### config.mk
export PLATFORM = sky130hd
export DESIGN_NAME = draw_request_scheduler_flat
export DESIGN_NICKNAME = d
export VERILOG_FILES = /design/src/rtl/draw_request_scheduler_pkg.sv /design/src/rtl/draw_request_scheduler_if.sv /design/src/rtl/draw_request_scheduler_fifo.sv /design/src/rtl/draw_request_scheduler.sv /design/src/flat_wrapper.sv
export SDC_FILE = /design/constraint.sdc
export NUM_CORES = 1
export LEC_CHECK = 0
export ABC_AREA = 1
export BUFFER_PORTS_ARGS = -buffer_cell sky130_fd_sc_hd__buf_2
export CAP_MARGIN = 20
export CORE_MARGIN = 8
export CORE_UTILIZATION = 52
export DETAILED_ROUTE_END_ITERATION = 12
export HOLD_SLACK_MARGIN = 0.05
export PLACE_DENSITY = 0.76
export SKIP_LAST_GASP = 1
export SYNTH_ARGS = -nofsm -noshare
export SYNTH_HDL_FRONTEND = slang
export SYNTH_SLANG_ARGS = --single-unit
### constraint.sdc
create_clock -name clock -period 1.7 [get_ports clock]
set_clock_uncertainty 0.05 [all_clocks]
set_input_delay 0.425 -clock clock [delete_from_list [all_inputs] [get_ports clock]]
set_output_delay 0.425 -clock clock [all_outputs]
set_load 0.05 [all_outputs]
### src/rtl/draw_request_scheduler_pkg.sv
// Shared draw package: FSM state encoding, screen constants and the
// request entry layout used by the scheduler and the sprite drawer.
package draw_request_scheduler_pkg;

   localparam int DRAW_X_ORIGIN    = 32;
   localparam int DRAW_LANE_PITCH  = 64;
   localparam int DRAW_Y_MAX_START = 180;
   localparam int DRAW_SPRITE_SIZE = 60;

   typedef enum logic [2:0] {
      IDLE      = 3'd0,
      LOAD      = 3'd1,
      LAUNCH    = 3'd2,
      WAIT_BUSY = 3'd3,
      WAIT_DONE = 3'd4
   } drawState_t;

   typedef struct packed {
      logic [1:0] lane;
      logic [7:0] y;
      logic       erase;
   } drawReq_t;

   localparam int DRAW_REQ_WIDTH = $bits(drawReq_t);

   // Lane number to sprite-origin x, kept to the 9-bit screen width
   function automatic logic [8:0] laneToX(input logic [1:0] lane, input int origin, input int pitch);
      int x;
      x = origin + int'(lane) * pitch;
      return x[8:0];
   endfunction

   // Keep the sprite fully on screen by limiting its origin y
   function automatic logic [7:0] clampY(input logic [7:0] y, input int yMax);
      logic [7:0] result;
      if (int'(y) > yMax) begin
         result = yMax[7:0];
      end else begin
         result = y;
      end
      return result;
   endfunction

endpackage

### src/rtl/draw_request_scheduler_if.sv
// Request handshake plus drawer control signals. The scheduler takes the
// slave view; whoever offers requests and models the drawer takes master.
interface draw_request_scheduler_if;

   logic        req_valid;
   logic        req_ready;
   logic [1:0]  req_lane;
   logic [7:0]  req_y;
   logic        req_erase;
   logic        shapeDone;
   logic        startingAddressLoaded;
   logic [8:0]  startX;
   logic [7:0]  startY;
   logic        eraseMode;
   logic        busy;
   logic [15:0] shapesDrawn;

   modport master (
      output req_valid, req_lane, req_y, req_erase, shapeDone,
      input  req_ready, startingAddressLoaded, startX, startY, eraseMode, busy, shapesDrawn
   );

   modport slave (
      input  req_valid, req_lane, req_y, req_erase, shapeDone,
      output req_ready, startingAddressLoaded, startX, startY, eraseMode, busy, shapesDrawn
   );

endinterface

### src/rtl/draw_request_scheduler_fifo.sv
// Small synchronous FIFO holding pending draw requests. Pointers carry one
// extra wrap bit so full and empty can be told apart without a counter.
module req_fifo #(
   parameter int WIDTH = 8,
   parameter int DEPTH = 4
) (
   input  logic             clock,
   input  logic             resetn,
   input  logic             push_i,
   input  logic             pop_i,
   input  logic [WIDTH-1:0] wdata_i,
   output logic [WIDTH-1:0] rdata_o,
   output logic             full_o,
   output logic             empty_o
);

   localparam int AW = $clog2(DEPTH);
   localparam logic [AW:0] PtrOne = (AW + 1)'(1);

   logic [WIDTH-1:0] mem_q [DEPTH];
   logic [AW:0]      wrPtr_q, wrPtr_d;
   logic [AW:0]      rdPtr_q, rdPtr_d;
   logic             doPush;
   logic             doPop;

   assign full_o  = (wrPtr_q[AW] != rdPtr_q[AW]) && (wrPtr_q[AW-1:0] == rdPtr_q[AW-1:0]);
   assign empty_o = (wrPtr_q == rdPtr_q);
   assign doPush  = push_i && !full_o;
   assign doPop   = pop_i && !empty_o;
   assign rdata_o = mem_q[rdPtr_q[AW-1:0]];

   // Advance each pointer only when its side of the transfer really happens
   always_comb begin
      wrPtr_d = wrPtr_q;
      rdPtr_d = rdPtr_q;
      if (doPush) begin
         wrPtr_d = wrPtr_q + PtrOne;
      end
      if (doPop) begin
         rdPtr_d = rdPtr_q + PtrOne;
      end
   end

   // Pointer registers; clearing them is enough to empty the FIFO
   always_ff @(posedge clock or negedge resetn) begin
      if (!resetn) begin
         wrPtr_q <= '0;
         rdPtr_q <= '0;
      end else begin
         wrPtr_q <= wrPtr_d;
         rdPtr_q <= rdPtr_d;
      end
   end

   // Storage needs no reset since stale slots are never read while empty
   always_ff @(posedge clock) begin
      if (doPush) begin
         mem_q[wrPtr_q[AW-1:0]] <= wdata_i;
      end
   end

endmodule

### src/rtl/draw_request_scheduler.sv
// Queues sprite draw/erase requests and hands them one at a time to the
// sprite drawer using a start pulse and the drawer's shapeDone handshake.
module draw_request_scheduler
   import draw_request_scheduler_pkg::*;
#(
   parameter int DEPTH       = 4,
   parameter int X_ORIGIN    = DRAW_X_ORIGIN,
   parameter int LANE_PITCH  = DRAW_LANE_PITCH,
   parameter int Y_MAX_START = DRAW_Y_MAX_START
) (
   input logic                     clock,
   input logic                     resetn,
   draw_request_scheduler_if.slave bus
);

   drawState_t                state_q, state_d;
   logic [8:0]                startX_q, startX_d;
   logic [7:0]                startY_q, startY_d;
   logic                      eraseMode_q, eraseMode_d;
   logic [15:0]               shapesDrawn_q, shapesDrawn_d;
   logic                      fifoFull;
   logic                      fifoEmpty;
   logic                      fifoPop;
   logic [DRAW_REQ_WIDTH-1:0] fifoRdata;
   drawReq_t                  fifoHead;

   assign fifoHead = fifoRdata;

   req_fifo #(
      .WIDTH (DRAW_REQ_WIDTH),
      .DEPTH (DEPTH)
   ) u_fifo (
      .clock   (clock),
      .resetn  (resetn),
      .push_i  (bus.req_valid),
      .pop_i   (fifoPop),
      .wdata_i ({bus.req_lane, bus.req_y, bus.req_erase}),
      .rdata_o (fifoRdata),
      .full_o  (fifoFull),
      .empty_o (fifoEmpty)
   );

   assign bus.req_ready             = !fifoFull;
   assign bus.startingAddressLoaded = (state_q == LAUNCH);
   assign bus.busy                  = (state_q != IDLE) || !fifoEmpty;
   assign bus.startX                = startX_q;
   assign bus.startY                = startY_q;
   assign bus.eraseMode             = eraseMode_q;
   assign bus.shapesDrawn           = shapesDrawn_q;

   // Next-state logic: start only when the drawer reports idle, latch the
   // sprite origin while popping, then follow shapeDone falling and rising
   always_comb begin
      state_d       = state_q;
      startX_d      = startX_q;
      startY_d      = startY_q;
      eraseMode_d   = eraseMode_q;
      shapesDrawn_d = shapesDrawn_q;
      fifoPop       = 1'b0;
      case (state_q)
         IDLE: begin
            if (!fifoEmpty && bus.shapeDone) begin
               state_d = LOAD;
            end
         end
         LOAD: begin
            fifoPop     = 1'b1;
            startX_d    = laneToX(fifoHead.lane, X_ORIGIN, LANE_PITCH);
            startY_d    = clampY(fifoHead.y, Y_MAX_START);
            eraseMode_d = fifoHead.erase;
            state_d     = LAUNCH;
         end
         LAUNCH: begin
            state_d = WAIT_BUSY;
         end
         WAIT_BUSY: begin
            if (!bus.shapeDone) begin
               state_d = WAIT_DONE;
            end
         end
         WAIT_DONE: begin
            if (bus.shapeDone) begin
               if (shapesDrawn_q != 16'hFFFF) begin
                  shapesDrawn_d = shapesDrawn_q + 16'd1;
               end
               state_d = IDLE;
            end
         end
         default: begin
            state_d = IDLE;
         end
      endcase
   end

   // State and output registers; reset drops any in-flight request
   always_ff @(posedge clock or negedge resetn) begin
      if (!resetn) begin
         state_q       <= IDLE;
         startX_q      <= '0;
         startY_q      <= '0;
         eraseMode_q   <= 1'b0;
         shapesDrawn_q <= '0;
      end else begin
         state_q       <= state_d;
         startX_q      <= startX_d;
         startY_q      <= startY_d;
         eraseMode_q   <= eraseMode_d;
         shapesDrawn_q <= shapesDrawn_d;
      end
   end

endmodule

### src/flat_wrapper.sv
// flat-port wrapper written by rule: the top's interface ports become plain ports
module draw_request_scheduler_flat import draw_request_scheduler_pkg::*;
#(
   parameter int DEPTH       = 4,
   parameter int X_ORIGIN    = DRAW_X_ORIGIN,
   parameter int LANE_PITCH  = DRAW_LANE_PITCH,
   parameter int Y_MAX_START = DRAW_Y_MAX_START
)
  (clock, resetn, bus_req_valid, bus_req_lane, bus_req_y, bus_req_erase, bus_shapeDone, bus_req_ready, bus_startingAddressLoaded, bus_startX, bus_startY, bus_eraseMode, bus_busy, bus_shapesDrawn);
  draw_request_scheduler_if bus_i ();
  input logic clock;
  input logic resetn;
  input wire logic [$bits(bus_i.req_valid)-1:0] bus_req_valid;
  input wire logic [$bits(bus_i.req_lane)-1:0] bus_req_lane;
  input wire logic [$bits(bus_i.req_y)-1:0] bus_req_y;
  input wire logic [$bits(bus_i.req_erase)-1:0] bus_req_erase;
  input wire logic [$bits(bus_i.shapeDone)-1:0] bus_shapeDone;
  output wire logic [$bits(bus_i.req_ready)-1:0] bus_req_ready;
  output wire logic [$bits(bus_i.startingAddressLoaded)-1:0] bus_startingAddressLoaded;
  output wire logic [$bits(bus_i.startX)-1:0] bus_startX;
  output wire logic [$bits(bus_i.startY)-1:0] bus_startY;
  output wire logic [$bits(bus_i.eraseMode)-1:0] bus_eraseMode;
  output wire logic [$bits(bus_i.busy)-1:0] bus_busy;
  output wire logic [$bits(bus_i.shapesDrawn)-1:0] bus_shapesDrawn;
  assign bus_i.req_valid = bus_req_valid;
  assign bus_i.req_lane = bus_req_lane;
  assign bus_i.req_y = bus_req_y;
  assign bus_i.req_erase = bus_req_erase;
  assign bus_i.shapeDone = bus_shapeDone;
  assign bus_req_ready = bus_i.req_ready;
  assign bus_startingAddressLoaded = bus_i.startingAddressLoaded;
  assign bus_startX = bus_i.startX;
  assign bus_startY = bus_i.startY;
  assign bus_eraseMode = bus_i.eraseMode;
  assign bus_busy = bus_i.busy;
  assign bus_shapesDrawn = bus_i.shapesDrawn;
  draw_request_scheduler #(.DEPTH(DEPTH), .X_ORIGIN(X_ORIGIN), .LANE_PITCH(LANE_PITCH), .Y_MAX_START(Y_MAX_START)) u_core (.clock(clock), .resetn(resetn), .bus(bus_i));
endmodule
==> flow_metrics.env, run 1 <==
export IMPL_place_area_mm2=0.00432
export IMPL_die_w_um=102
export IMPL_max_cap_violations=0
export IMPL_clockBufferDepth=2
export IMPL_power_density_mw_per_mm2=1930
export IMPL_drtIter0Drc=138
export IMPL_crit_chain="xnor2_2, nand2_2, nor2_4, nand3_4, buf_6"
export IMPL_status="finished, violations left"
export IMPL_irDropWorstVdd_v=0.000780
export IMPL_synth_area_per_cell_um2=10.1
export IMPL_drive_above_1_share_pct=35.9
export IMPL_synth_largest_area_cell="edfxtp_1"
export IMPL_hpwl_um=5330
export IMPL_ys_ff_latch=81
export IMPL_setup_viol=6
export IMPL_synth_top_cell_area_share_pct=34.7
export IMPL_final_cell_count_no_fill=558
export IMPL_hold_viol_final=0
export IMPL_grt_pass1_wl_um=12900
export IMPL_regArea_mm2=0.00226
export IMPL_required_ns=1.22
export IMPL_layout_min_cycle_time_ns=1.91
export IMPL_place_gp_congestion=0.840
export IMPL_tritoncts="built"
export IMPL_setup_ws_ns=-0.213
export IMPL_clock_sinks=81
export IMPL_start_kind="flop"
export IMPL_grt_pass1_vias=2749
export IMPL_pwr_share_comb_pct=52.4
export IMPL_via_count=2791
export IMPL_antenna_found_initial=0
export IMPL_design_core_area_mm2=0.00718
export IMPL_reg2reg_setup_slack_ns=-0.04
export IMPL_ys_async_sr_fraction_pct=45.7
export IMPL_post_drt_via_cell_ratio=5.00
export IMPL_fillers=539
export IMPL_grt_max_degree=38
export IMPL_wl_per_cell_um=14.2
export IMPL_drc_errors=0
export IMPL_worst_ep_arrival_time_ns=1.44
export IMPL_globalRouteOverflowTotal=0
export IMPL_antennaDiodeCount=0
export IMPL_synth_area_leaders="edfxtp_1 35%, dfrtp_1 24%, nand2_1 9.9%, nor2_1 3.3%, xor2_1 3.2%"
export IMPL_crit_slowest_cell="dfrtp_1"
export IMPL_dieArea_mm2=0.0103
export IMPL_min_period_over_period_pct=113
export IMPL_p_int_w=0.00510
export IMPL_min_path_type="input port to async pin"
export IMPL_clock_latency_ns=0.36
export IMPL_drtAntennaViolNets=0
export IMPL_cts_inserted_buffers=9
export IMPL_path_clk_slew_ns=0.08
export IMPL_crit_start="u_core.u_fifo.wrPtr_q[0]"
export IMPL_dp_cells=529
export IMPL_wirelength_um=7920
export IMPL_cp_max_fo=2
export IMPL_max_freq_mhz=523
export IMPL_ios=52
export IMPL_net_switching_power_w=0.00417
export IMPL_swShare_pct=44.9
export IMPL_critPathCaptureType="primary output"
export IMPL_syn2layout_area_growth_pct=26.0
export IMPL_grt_usage_pct=16.3
export IMPL_yosysWarnings=0
export IMPL_synth_edf_count=44
export IMPL_dr_pass1_iters=4
export IMPL_place_worst_setup_slack_ns=-0.0471
export IMPL_fin_nets=475
export IMPL_cts_root_buf="clkbuf_8"
export IMPL_finalPower_w=0.00927
export IMPL_rsz0062_at_grt="yes"
export IMPL_die_y_um=102
export IMPL_crit_type="flop to primary output"
export IMPL_fin_area_mm2=0.00480
export IMPL_syn_area_mm2=0.00381
export IMPL_cpPeakStageDelay_ns=0.42
export IMPL_synth_flop_cell="edfxtp_1"
export IMPL_r2r_start="u_core.u_fifo.rdPtr_q[0]"
export IMPL_violations="setup timing"
export IMPL_start_util_pct=53.0
export IMPL_ys_types=37
export IMPL_power_frac_clock_pct=15.4
export IMPL_ys_seq_area_share_pct=59.0
export IMPL_numPortBuffers=45
export IMPL_drv_slew=0
export IMPL_rows=31
export IMPL_multi_input_comb_area_mm2=0.00146
export IMPL_power_frac_seq_pct=32.2
export IMPL_htreeDepth=3
export IMPL_p_leak_nw=2.08
export IMPL_syn_inst=378
==> synthesized netlist by cell type, types with 2 or more instances <==
cell type  number
a21oi_1         2
nor3_2          2
xnor2_1         4
nor2_1         33
o21ai_2         5
inv_2           8
nand3_1        24
nor3_4          2
xor2_1         14
nand2_2         6
buf_4           8
o21ai_0         8
dfrtp_1        37
or2_2           4
nor3_1          9
nand4_1         2
nand3b_1        3
edfxtp_1       44
a21oi_2         3
o21ai_1         4
inv_1          29
o22ai_1         4
nand2_1       100
ha_1            6
buf_6           5
==> critical path, delay by kind of cell, from the launching register on <==
kind	cells	cell delay [ns]
buf+inv	1	0.15
flops	1	0.42
simple gates	3	0.29
xor+xnor	1	0.22
==> routing by layer <==
metal | global-route usage (%) | vias to the layer above | share of wire (%) | routed length [um]
met3 | 4.05 | 13 | 6.9 | 547
met5 | 0 | - | 0 | 0
met2 | 27.3 | 81 | 50 | 3940
li1 | - | 1369 | - | -
met4 | 8.02 | 0 | 1.9 | 153
met1 | 18.9 | 1328 | 41 | 3270
==> through the flow <==
stage | utilization [%] | TNS (ns) | hold slack, ns
after floorplan | - | -0.00680 | 0.0794
after global placement | 60.2 | -0.0301 | 0.400
after detailed placement | 60.2 | -0.208 | 0.399
after CTS | 64.2 | -0.615 | 0.0626
after global routing | 66.9 | -3.05 | 0.0808
final | 66.9 | -0.517 | 0.0434
==> cells by family (layout without fill, tap and decap cells) <==
| family | Yosys count | in the layout | share of synthesized area, % |
|---|---|---|---|
| buffers and inverters | 55 | 131 | 7.66 |
| flip-flops | 81 | 81 | 59.0 |
| AND/OR/NAND/NOR | 188 | 188 | 22.1 |
| AO/OA/AOI/OAI | 29 | 29 | 4.96 |
| other | 1 | 6 | 0.0985 |
| adder cells (fa/ha/maj) | 6 | 6 | 1.97 |
| XOR/XNOR | 18 | 18 | 4.14 |
==> what timing repair did <==
item / 4_1_cts / 5_1_grt
pin swaps: 3 / 16
setup endpoints to repair: 9 / 13
resized for setup: 8 / 38
hold buffers: 0 / 0
buffers inserted: 7 / 3
gates cloned: 1 / 3
==> registers in the layout, summed over array words and instances, names as in the netlist <==
name	flops
u_core.u_fifo.rdPtr_q	3
u_core.bus.startX	3
u_core.state_q	3
u_core.bus.shapesDrawn	16
u_core.u_fifo.wrPtr_q	3
u_core.bus.eraseMode	1
u_core.u_fifo.mem_q	44
u_core.bus.startY	8
==> power groups by stage <==
stage / clock [W] / combinational [W] / sequential [W]
floorplan: 0 / 0.00242 / 0.00367
global placement: 0 / 0.00401 / 0.00298
detailed placement: 0 / 0.00410 / 0.00301
CTS: 0.00146 / 0.00433 / 0.00298
global route: 0.00155 / 0.00529 / 0.00304
finish: 0.00143 / 0.00486 / 0.00299
==> final timing paths <==
kind | end | depth (start not counted)
min reg2reg | u_core.bus.startX[5] | 1
max | bus_busy | 5
min in group clock | u_core.state_q[2] | 2
max in group asynchronous | u_core.bus.shapesDrawn[4] | 2
min | u_core.bus.shapesDrawn[3] | 2
max reg2reg | u_core.bus.startY[3] | 13
==> layout by cell type (no fill, tap or decap), drive strengths merged, types with 11 or more instances in the layout <==
cell    instances
o21ai          17
nor3           13
buf            72
inv            40
nor2           34
clkbuf         11
dfrtp          37
nand2         107
xor2           14
edfxtp         44
nand3          25
==> layout make-up <==
class                           count  area share (%)
Sequential cell                    81            47.1
Multi-Input combinational cell    247            30.4
Timing Repair Buffer               74            11.8
Inverter                           39            3.42
Clock buffer                        9            2.58
Tap cell                           99            2.58
Clock inverter                      7            1.64
Timing Repair inverter              2           0.522
No activity file was read; power rests on OpenSTA's default activity.
==> run 2, diff against run 1 <==
--- a/config.mk
+++ b/config.mk
@@ -5,14 +5,13 @@
 export SDC_FILE = /design/constraint.sdc
 export NUM_CORES = 1
 export LEC_CHECK = 0
-export ABC_AREA = 1
 export BUFFER_PORTS_ARGS = -buffer_cell sky130_fd_sc_hd__buf_2
 export CAP_MARGIN = 20
 export CORE_MARGIN = 8
-export CORE_UTILIZATION = 52
+export CORE_UTILIZATION = 51
 export DETAILED_ROUTE_END_ITERATION = 12
 export HOLD_SLACK_MARGIN = 0.05
-export PLACE_DENSITY = 0.76
+export PLACE_DENSITY = 0.75
 export SKIP_LAST_GASP = 1
 export SYNTH_ARGS = -nofsm -noshare
 export SYNTH_HDL_FRONTEND = slang
==> run 2 against run 1 <==
Against the previous run:
- the flow still finishes with violations (setup timing)
- register-to-register slack got worse by 0.16 ns
- wire length decreased by 11%
- largest power group unchanged
- global-route usage fell by 1.6 points
- fmax down 12%
- critical path depth unchanged
- design area down 5.6%
==> flow_metrics.env, run 2 <==
export IMPL_largest_reg_flops=44
export IMPL_required_ns=1.22
export IMPL_reg2reg_setup_slack_ns=-0.20
export IMPL_setup_viol=53
export IMPL_numPortBuffers=45
export IMPL_max_cap_violations=0
export IMPL_htreeDepth=3
export IMPL_rows=30
export IMPL_antenna_found_initial=0
export IMPL_ys_ff_latch=81
export IMPL_design_core_area_mm2=0.00668
export IMPL_yosysWarnings=0
export IMPL_final_cell_count_no_fill=420
export IMPL_start_kind="flop"
export IMPL_critPathCaptureType="primary output"
export IMPL_cpPeakStageDelay_ns=0.43
export IMPL_synth_area_per_cell_um2=14.4
export IMPL_drv_slew=0
export IMPL_drtIter0Drc=58
export IMPL_fin_setup_tns_ns=-3.13
export IMPL_crit_slowest_cell="or4_4"
export IMPL_synth_top_cell_area_share_pct=38.2
export IMPL_p_leak_nw=1.91
export IMPL_path_delay_family="simple AND/OR/NAND/NOR gates"
export IMPL_die_y_um=98.4
export IMPL_syn_area_mm2=0.00346
export IMPL_finalCoreUtilization_pct=67.8
export IMPL_globalRouteOverflowTotal=0
export IMPL_ys_seq_area_share_pct=64.9
export IMPL_status="finished, violations left"
export IMPL_ios=52
export IMPL_grt_usage_pct=14.6
export IMPL_layout_commonest_cell="edfxtp_1"
export IMPL_cts_root_buf="clkbuf_8"
export IMPL_crit_chain="buf_6, xnor2_4, nand3b_1, or4_4, buf_8"
export IMPL_drtAntennaViolNets=0
export IMPL_tritoncts="built"
export IMPL_clock_sinks=81
export IMPL_hold_viol_final=0
export IMPL_synth_largest_area_cell="edfxtp_1"
export IMPL_power_density_mw_per_mm2=1770
export IMPL_wl_per_cell_um=16.8
export IMPL_grt_pass1_wl_um=11200
export IMPL_worst_ep_arrival_time_ns=1.70
export IMPL_drive_above_1_share_pct=46.8
export IMPL_crit_type="flop to primary output"
export IMPL_dr_pass1_iters=5
export IMPL_hpwl_um=4940
export IMPL_mostFrequentLayoutCells="44 x edfxtp_1, 42 x buf_2, 37 x buf_4"
export IMPL_clockBufferDepth=2
export IMPL_syn_inst=241
export IMPL_grt_max_degree=17
export IMPL_via_count=2218
export IMPL_dieArea_mm2=0.00968
export IMPL_syn2layout_area_growth_pct=30.8
export IMPL_min_path_type="input port to flop"
export IMPL_min_period_over_period_pct=128
export IMPL_wirelength_um=7070
export IMPL_place_gp_congestion=0.813
export IMPL_clock_latency_ns=0.34
export IMPL_fin_nets=357
export IMPL_violations="setup timing"
export IMPL_cts_inserted_buffers=9
export IMPL_cp_num_buf_inv=2
export IMPL_synth_flop_cell="edfxtp_1"
export IMPL_drc_errors=0
export IMPL_post_drt_via_cell_ratio=5.28
export IMPL_rsz0062_at_grt="yes"
export IMPL_cp_max_fo=2
export IMPL_synth_area_leaders="edfxtp_1 38%, dfrtp_1 27%, mux4_2 7.2%, nand2_1 3.0%, xnor2_1 2.5%"
export IMPL_antennaDiodeCount=0
export IMPL_grt_pass1_vias=2310
export IMPL_ys_top_cells_by_count="44 x edfxtp_1, 37 x dfrtp_1, 28 x nand2_1"
export IMPL_ys_async_sr_fraction_pct=45.7
export IMPL_start_util_pct=51.8
export IMPL_irDropWorstVdd_v=0.000966
export IMPL_setup_ws_ns=-0.479
export IMPL_layout_min_cycle_time_ns=2.18
export IMPL_die_w_um=98.4
export IMPL_synth_edf_count=44
export IMPL_synth_most_common_cell="edfxtp_1"
export IMPL_max_freq_mhz=459
export IMPL_path_clk_slew_ns=0.08
export IMPL_dp_cells=392
export IMPL_ys_types=41
==> run 2: path summary, 6_finish.rpt <==
path | startpoint | cells after the start | end
worst max-delay path | u_core.u_fifo.rdPtr_q[0] | 5 | bus_busy
worst min-delay path | bus_req_y[2] | 1 | u_core.u_fifo.mem_q[0][3]
worst max register to register | u_core.u_fifo.rdPtr_q[0] | 7 | u_core.bus.startY[5]
worst min register to register | u_core.bus.shapesDrawn[7] | 1 | u_core.bus.shapesDrawn[7]
max in group asynchronous | resetn | 3 | u_core.bus.shapesDrawn[0]
min in group asynchronous | resetn | 2 | u_core.bus.shapesDrawn[11]
==> run 2: final cells by class <==
type                    instances  area [um2]
clock inverters                 5        81.3
repair buffers                 91         642
inverters                       3        11.3
multi-input cells             150        1300
fillers                       474        2150
flip-flops and latches         81        2260
well taps                      80         100
clock buffers                  10         128
==> run 2: stage by stage <==
stage	setup WS, ns	area, um2	total power [W]	hold slack (ns)
finish	-0.479	4530	0.00803	0.247
global route	-0.552	4530	0.00843	0.238
CTS	-0.473	4400	0.00788	0.238
detailed placement	-0.193	4040	0.00605	0.297
global placement	-0.166	4040	0.00595	0.299
floorplan	-0.272	3570	0.00508	0.0794
==> run 2: layer usage <==
layer / GRT usage [%] / vias to the layer above / wire length [um]
met2: 24.3 / 58 / 3530
met5: 0 / - / 0
met1: 17.3 / 1091 / 3030
met4: 5.90 / 0 / 84
met3: 4.48 / 11 / 427
li1: - / 1058 / -
==> run 2: kinds of logic after synthesis <==
logic type	after synthesis	synth area share, %
mux	15	8.89
flops	81	64.9
xor+xnor	18	4.56
compound gates	19	3.43
buf+inv	16	3.04
simple gates	85	12.9
other cells	1	0.108
fa+ha+maj	6	2.17
==> run 2: worst register-to-register path: stages, from the launching register on <==
cell,delay (ns)
dfrtp_1,0.39
buf_4,0.15
buf_8,0.13
buf_12,0.12
mux4_2,0.46
o211a_1,0.25
o21ai_2,0.16
a21oi_1,0.08
==> run 2: timing repair <==
| item | in CTS | in global routing |
|---|---|---|
| endpoints found under the hold margin | 13 | 0 |
| setup endpoints to repair | 10 | 28 |
| cloned | 0 | 1 |
| hold buffers | 1 | 0 |
| gates resized for setup | 17 | 22 |
| buffers inserted | 9 | 3 |
| pin swaps | 3 | 15 |
==> run 2: report_power, final <==
part | switching (W) | total (W) | internal (W)
logic | 0.00204 | 0.00372 | 0.00168
registers | 0.000247 | 0.00284 | 0.00260
clock network | 0.000645 | 0.00146 | 0.000819
total | 0.00293 | 0.00803 | 0.00510
==> run 3, diff against run 2 <==
--- a/config.mk
+++ b/config.mk
@@ -9,6 +9,7 @@
 export CAP_MARGIN = 20
 export CORE_MARGIN = 8
 export CORE_UTILIZATION = 51
+export CTS_BUF_LIST = sky130_fd_sc_hd__clkbuf_8 sky130_fd_sc_hd__clkbuf_16
 export DETAILED_ROUTE_END_ITERATION = 12
 export HOLD_SLACK_MARGIN = 0.05
 export PLACE_DENSITY = 0.75
@@ -16,3 +17,4 @@
 export SYNTH_ARGS = -nofsm -noshare
 export SYNTH_HDL_FRONTEND = slang
 export SYNTH_SLANG_ARGS = --single-unit
+export TNS_END_PERCENT = 20
==> constraint.sdc (replaced) <==
create_clock -name clock -period 1.7 [get_ports clock]
set_clock_uncertainty 0.05 [all_clocks]
set_input_delay 0.34 -clock clock [delete_from_list [all_inputs] [get_ports clock]]
set_output_delay 0.34 -clock clock [all_outputs]
set_load 0.05 [all_outputs]
==> run 3 against run 2 <==
Against the previous run:
- the run still ends with setup timing left
- clock power increased by 9%
- critical path depth unchanged
- cell count increased by 1.2%
- non-clock buffer count increased by 5
- utilization decreased by 0.49 points
- sequential share of layout area about the same
- via count increased by 1.7%
- fmax increased by 2.5%
- first-iteration DRC count increased by 43%
- highest routed layer unchanged
==> flow_metrics.env, run 3 (synthesis gave the netlist of run 2 again) <==
export IMPL_tritoncts="built"
export IMPL_syn2layout_area_growth_pct=29.9
export IMPL_crit_slowest_cell="or4_4"
export IMPL_ios=52
export IMPL_crit_type="flop to primary output"
export IMPL_grt_max_degree=38
export IMPL_required_ns=1.31
export IMPL_drtIter0Drc=83
export IMPL_drv_slew=0
export IMPL_antennaDiodeCount=0
export IMPL_via_count=2255
export IMPL_cp_num_cells=5
export IMPL_violations="setup timing"
export IMPL_die_y_um=98.4
export IMPL_dr_pass1_iters=4
export IMPL_hpwl_um=4930
export IMPL_crit_chain="buf_12, xnor2_4, nand3b_1, or4_4, buf_6"
export IMPL_cts_root_buf="clkbuf_8"
export IMPL_fin_nets=361
export IMPL_setup_ws_ns=-0.426
export IMPL_cts_inserted_buffers=9
export IMPL_rsz0062_at_grt="yes"
export IMPL_irDropWorstVdd_v=0.000840
export IMPL_grt_usage_pct=14.7
export IMPL_whs_ns=0.151
export IMPL_htreeDepth=3
export IMPL_min_path_type="input port to flop"
export IMPL_reg2reg_depth=8
export IMPL_mostFrequentLayoutCells="44 x edfxtp_1, 43 x buf_2, 41 x buf_4"
export IMPL_dieArea_mm2=0.00968
export IMPL_drive_above_1_share_pct=40.9
export IMPL_clockBufferDepth=2
export IMPL_path_delay_family="simple AND/OR/NAND/NOR gates"
export IMPL_max_freq_mhz=470
export IMPL_rows=30
export IMPL_largest_reg_flops=44
export IMPL_start_util_pct=51.8
export IMPL_drtAntennaViolNets=0
export IMPL_cp_max_fo=3
export IMPL_place_gp_congestion=0.798
export IMPL_path_clk_slew_ns=0.09
export IMPL_post_drt_via_cell_ratio=5.31
export IMPL_max_cap_violations=0
export IMPL_fin_area_mm2=0.00449
export IMPL_design_core_area_mm2=0.00668
export IMPL_critPathCaptureType="primary output"
export IMPL_antenna_found_initial=0
export IMPL_start_kind="flop"
export IMPL_p_leak_nw=1.97
export IMPL_grt_pass1_wl_um=11200
export IMPL_drc_errors=0
export IMPL_min_period_over_period_pct=125
export IMPL_power_density_mw_per_mm2=1820
export IMPL_whs_path_depth=1
export IMPL_die_w_um=98.4
export IMPL_hold_viol_final=0
export IMPL_reg2reg_setup_slack_ns=-0.35
export IMPL_layout_commonest_cell="edfxtp_1"
export IMPL_clock_latency_ns=0.35
export IMPL_numPortBuffers=45
export IMPL_globalRouteOverflowTotal=0
export IMPL_wirelength_um=6940
export IMPL_finalCoreUtilization_pct=67.3
export IMPL_cpPeakStageDelay_ns=0.43
export IMPL_layout_min_cycle_time_ns=2.13
export IMPL_place_area_mm2=0.00410
export IMPL_cp_num_buf_inv=2
export IMPL_setup_viol=60
export IMPL_wl_per_cell_um=16.3
export IMPL_status="finished, violations left"
export IMPL_worst_ep_arrival_time_ns=1.74
export IMPL_clock_sinks=81
export IMPL_grt_pass1_vias=2327
run 3: cell types whose count changed in the layout (fill, tap and decap cells not counted), moves of 3 or more:
cell     change
dfrtp_1     +12
dfrtp_2     -12
buf_4        +4
nor3b_4      -4
buf_12       +3
buf_6        -3
run 3: final timing paths:
path | end | from
min reg2reg | u_core.bus.startX[7] | u_core.bus.startX[7]
min | u_core.u_fifo.mem_q[0][10] | bus_req_lane[1]
max | bus_busy | u_core.u_fifo.rdPtr_q[0]
min in group asynchronous | u_core.bus.shapesDrawn[14] | resetn
max reg2reg | u_core.bus.startY[1] | u_core.u_fifo.rdPtr_q[0]
max in group asynchronous | u_core.bus.startY[3] | resetn
run 3: timing repair:
item | CTS | global route
hold buffers | 1 | 0
resized for setup | 8 | 15
setup endpoints to repair | 13 | 64
pin swaps | 1 | 9
buffers inserted | 3 | 6
endpoints found under the hold margin | 37 | 0
run 3: routing by layer:
layer / track usage [%] / wire [um] / vias to the layer above / part of all wire [%]
met2: 24.8 / 3570 / 62 / 51
met4: 6.97 / 110 / 0 / 1.6
met3: 4.84 / 454 / 10 / 6.5
met1: 16.5 / 2800 / 1118 / 40
met5: 0 / 0 / - / 0
li1: - / - / 1065 / -
run 3: area by class of cell:
type                    instances  area [um2]
well taps                      80         100
clock buffers                   9         124
inverters                       3        11.3
repair buffers                 96         703
clock inverters                 7         108
multi-input cells             149        1200
fillers                       500        2190
flip-flops and latches         81        2250
run 3: stage by stage:
stage	setup TNS, ns	worst slack, ns	power, W	std cells
after global placement	-0.536	-0.117	0.00602	399
after global routing	-9.74	-0.504	0.00859	425
after floorplan	-4.91	-0.319	0.00500	246
final	-6.69	-0.426	0.00817	425
after CTS	-6.40	-0.449	0.00793	419
after detailed placement	-0.912	-0.158	0.00612	399
run 3: power breakdown:
group          internal, W  switching (W)
sequential         0.00259       0.000229
clock             0.000857       0.000737
combinational      0.00170        0.00206
